## src/rtl/bit_delay_pkg.sv

```systemverilog
// rtl/bit_delay_pkg.sv - shared limits and defaults for the bit delay line
package bit_delay_pkg;

  localparam int unsigned WIDTH_MAX        = 32;
  localparam int unsigned DEPTH_MAX        = 16;
  localparam logic        INIT_VAL_DEFAULT = 1'b0;
  localparam int unsigned VOTE_LEN         = 3;

endpackage

```

## src/rtl/maj3_voter.sv

```systemverilog
// rtl/maj3_voter.sv - three-sample history with 2-of-3 majority (used under BIT_DELAY_MAJORITY_EN)
module maj3_voter
  import bit_delay_pkg::*;
#(
  parameter logic INIT_VAL = INIT_VAL_DEFAULT
) (
  input  logic clock,
  input  logic reset,
  input  logic advance,
  input  logic flush,
  input  logic rx,
  output logic vote
);

  logic [VOTE_LEN-1:0] hist;

  always_ff @(posedge clock or negedge reset) begin
    if (!reset) begin
      hist <= {VOTE_LEN{INIT_VAL}};
    end else if (flush) begin
      hist <= {VOTE_LEN{INIT_VAL}};
    end else if (advance) begin
      hist <= {hist[VOTE_LEN-2:0], rx};
    end
  end

  assign vote = (hist[0] & hist[1]) | (hist[0] & hist[2]) | (hist[1] & hist[2]);

endmodule

```

## src/rtl/bit_delay_line.sv

```systemverilog
// rtl/bit_delay_line.sv - per-channel prescaled delay line with fill tracking and edge pulses
// Optional glitch voter in front of each line: define BIT_DELAY_MAJORITY_EN.
module bit_delay_line
  import bit_delay_pkg::*;
#(
  parameter int unsigned WIDTH    = 1,
  parameter int unsigned DEPTH    = 1,
  parameter logic        INIT_VAL = INIT_VAL_DEFAULT
) (
  input  logic             clock,
  input  logic             reset,
  input  logic             Prescale_EN,
  input  logic             flush,
  input  logic [WIDTH-1:0] rx,
  output logic [WIDTH-1:0] puffer,
  output logic             valid,
  output logic [WIDTH-1:0] edge_fall,
  output logic [WIDTH-1:0] edge_rise
);

`ifdef BIT_DELAY_MAJORITY_EN
  // The voter history adds two enable periods before a sample reaches stage0.
  localparam int unsigned FILL = DEPTH + VOTE_LEN - 1;
`else
  localparam int unsigned FILL = DEPTH;
`endif
  localparam int unsigned CNT_W = $clog2(FILL + 1);

  logic [CNT_W-1:0] fill_cnt;
  logic [WIDTH-1:0] stage_in;
  logic [WIDTH-1:0] tail_next;

  genvar ch;
  generate
    for (ch = 0; ch < WIDTH; ch++) begin : g_ch
      logic stage [DEPTH];

`ifdef BIT_DELAY_MAJORITY_EN
      maj3_voter #(
        .INIT_VAL(INIT_VAL)
      ) u_vote (
        .clock  (clock),
        .reset  (reset),
        .advance(Prescale_EN),
        .flush  (flush),
        .rx     (rx[ch]),
        .vote   (stage_in[ch])
      );
`else
      assign stage_in[ch] = rx[ch];
`endif

      always_ff @(posedge clock or negedge reset) begin
        if (!reset) begin
          for (int k = 0; k < DEPTH; k++) stage[k] <= INIT_VAL;
        end else if (flush) begin
          for (int k = 0; k < DEPTH; k++) stage[k] <= INIT_VAL;
        end else if (Prescale_EN) begin
          stage[0] <= stage_in[ch];
          for (int k = 1; k < DEPTH; k++) stage[k] <= stage[k-1];
        end
      end

      assign puffer[ch] = stage[DEPTH-1];

      // Value the output stage will take on the next enabled edge.
      if (DEPTH == 1) begin : g_short
        assign tail_next[ch] = stage_in[ch];
      end else begin : g_long
        assign tail_next[ch] = stage[DEPTH-2];
      end
    end
  endgenerate

  always_ff @(posedge clock or negedge reset) begin
    if (!reset) begin
      fill_cnt  <= '0;
      edge_fall <= '0;
      edge_rise <= '0;
    end else if (flush) begin
      fill_cnt  <= '0;
      edge_fall <= '0;
      edge_rise <= '0;
    end else begin
      if (Prescale_EN && (fill_cnt != CNT_W'(FILL))) begin
        fill_cnt <= fill_cnt + 1'b1;
      end
      if (Prescale_EN && valid) begin
        edge_fall <= puffer & ~tail_next;
        edge_rise <= ~puffer & tail_next;
      end else begin
        edge_fall <= '0;
        edge_rise <= '0;
      end
    end
  end

  assign valid = (fill_cnt == CNT_W'(FILL));

endmodule
```

## config.mk

```make
export PLATFORM = sky130hd
export DESIGN_NAME = bit_delay_line
export DESIGN_NICKNAME = d
export VERILOG_FILES = /design/src/rtl/bit_delay_pkg.sv /design/src/rtl/maj3_voter.sv /design/src/rtl/bit_delay_line.sv
export SDC_FILE = /design/constraint.sdc
export NUM_CORES = 1
export LEC_CHECK = 0
export CAP_MARGIN = 20
export CORE_AREA = 3 3 40 42
export DETAILED_ROUTE_END_ITERATION = 8
export DIE_AREA = 0 0 43 45
export SLEW_MARGIN = 10
export SYNTH_ARGS = -nofsm -noshare
export SYNTH_HDL_FRONTEND = slang
export SYNTH_SLANG_ARGS = --single-unit
```

## constraint.sdc

```tcl
create_clock -name clock -period 0.83 [get_ports clock]
set_input_delay 0.166 -clock clock [delete_from_list [all_inputs] [get_ports clock]]
set_output_delay 0.166 -clock clock [all_outputs]
set_load 0.1 [all_outputs]
```

==> metrics.yaml <==
sta:
  tightest_slew_ps: 209
  hold_ws_ps: 125
  max_freq_ghz: 0.944
  max_slew_margin: 0.860
  finalWorstSetupSlack_ps: -230
  setup_violations: 8
  fin_setup_tns_ps: -1030
  drv_slew: 0
  rsz0062_at_grt: "yes"
  finalCriticalPeriod_ps: 1060
  fin_skew_ps: 3.72
  hold_violations: 0
  min_period_over_period: 1.28
synth:
  muxShareOfSynthArea: 0.0602
  synthDominantCellAreaShare: 0.602
  ys.flop_type: "dfrtp_1"
  synthSimpleGateAreaFrac: 0.338
  ys_warn_count: 0
  syn_nets: 16
  yosysMostFrequentCell: "dfrtp_1"
  synth_fa_ha_area_frac: 0
  synthTopCellsByCount: "dfrtp_1, nor2_1, nor3b_2"
  ys_ff_latch: 4
  synth.largest_area_cell: "dfrtp_1"
  netlist_area_um2: 166
  syn_avg_cell_area_um2: 15.1
  synth_xor_area_frac: 0
  synth_cells: 11
  synth_seq_area_share: 0.602
  synth_top_family_by_area: "simple AND/OR/NAND/NOR gates"
  synth_compound_area_frac: 0
  ys_types: 5
  ys_async_sr_fraction: 1.00
  synth-edff-count: 0
  synthTopCellsByArea: "dfrtp_1, nor3b_2, nand3b_4"
worst_setup_path:
  crit_required_ps: 660
  cp.arrival_ps: 890
  crit_chain: "buf_12"
  reg2reg_depth: 3
  cpLargestDelayFamily: "flip-flops"
  rrSetupSlack_ps: -120
  start_kind: "flip-flop"
  crit_path_max_incr_delay_ps: 480
  critPathMaxFanout: 2
  worstSetupEndpointType: "output pin"
  reg2reg_to: "puffer"
  crit_slowest_cell: "dfrtp_4"
  r2r-start: "puffer"
  worstSetupPathType: "reg -> out"
  crit_buf_inv: 1
floorplanning:
  rows: 13
  die_height_um: 45
  core-area_um2: 1280
  die_x_um: 43
  start_util: 0.130
  io_pins: 9
  die-area_um2: 1940
route:
  vias_per_cell: 3.65
  drtIter0Drc: 0
  wl_per_cell_um: 10.5
  routed_wl_um: 418
  drc: 0
  vias: 146
  ant_nets: 0
  drt_first_pass_iters: 1
pwr:
  power_density_nw_per_um2: 1690
  ir_drop_v: 0.000510
  p_leak_nw: 0.158
clocking:
  cts_buffers: 3
  clk_latency_ps: 240
  cts_tree: "built"
  cts_max_path_buffers: 2
  cts_max_level: 1
  clk_pin_slew_worst_paths_ps: 40
  ctsHoldBuffers: 0
  cts-root-buf: "clkbuf_4"
  numClockSinks: 4
layout:
  final_area_um2: 363
  drive_above_1_share: 0.720
  area_growth_pct: 118
  diodes: 0
  fin_nets: 32
place:
  dpl_cell_area_um2: 323
  gp_congestion: 0.700
  numPortBuffers: 8
hold_path:
  hold_class: "in -> async"
status:
  status: "finished with violations"
  violations: "setup timing"
global_routing:
  grt_max_degree: 5
  antenna_found_initial: 0
  grt_pass1_wl_um: 793
  grt_pass1_vias: 183
  grt-ovfl-total: 0
  gr-usage-all-layers: 0.0636
job:
  drv_cap: 0
==> registers in the layout, summed over array words and instances, names as in the netlist <==
name / count
valid: 1
edge_rise: 1
puffer: 1
edge_fall: 1
==> worst reg2reg max path: stages, from the launching register on <==
cell	delay, ps
dfrtp_4	480
buf_4	150
mux2i_1	140
nor2_1	70
==> worst max-delay path by stage <==
stage	to	cells after the start	from
floorplan	edge_rise	2	valid
global placement	puffer	3	Prescale_EN
detailed placement	puffer	3	Prescale_EN
CTS	puffer	1	puffer
global route	puffer	1	puffer
finish	puffer	1	puffer
==> report_power, final <==
part / internal, mW / leakage (nW) / switching (mW)
logic: 0.0666 / 0.0971 / 0.0833
clock network: 0.162 / 0.0138 / 0.0852
registers: 0.208 / 0.0473 / 0.00777
total: 0.436 / 0.158 / 0.176
==> metal layers <==
metal | part of all wire | global-route usage | vias up | wire (um)
met3 | 0.13 | 0.0398 | 3 | 53
li1 | - | - | 66 | -
met1 | 0.36 | 0.0587 | 65 | 152
met2 | 0.45 | 0.0898 | 12 | 188
met4 | 0.055 | 0.0723 | 0 | 23
met5 | 0 | 0 | - | 0
==> area by class of cell <==
type,instances,area (um2)
repair buffers,11,143
flip-flops and latches,4,110
multi-input cells,7,68.8
clock buffers,3,22.5
fillers,130,922
well taps,15,18.8
==> through the flow <==
| stage | util | setup slack (ps) | cells | total power [mW] |
|---|---|---|---|---|
| finish | 0.282 | -230 | 40 | 0.613 |
| global route | 0.282 | -243 | 40 | 0.633 |
| CTS | 0.282 | -235 | 40 | 0.620 |
| detailed placement | 0.251 | -312 | 35 | 0.358 |
| global placement | 0.251 | -271 | 35 | 0.355 |
| floorplan | - | -137 | 11 | 0.287 |
==> cell usage in the layout (no fill, tap or decap), drive strengths merged <==
master	netlist	layout
dfrtp	4	4
clkdlybuf4s50	0	4
clkbuf	0	3
nor2	3	3
nand3b	1	1
mux2i	1	1
nor3b	2	2
buf	0	7
==> cells by family after synthesis <==
logic type       count (synthesis)
and+or+nand+nor                  6
DFF                              4
muxes                            1
==> repair_timing <==
item / CTS / global route
setup buffers: 2 / 0
cloned: 0 / 0
pin swaps: 1 / 0
endpoints found under the setup margin: 6 / 8
gates resized for setup: 1 / 0
Note: power is estimated with default switching activity, not from simulation.
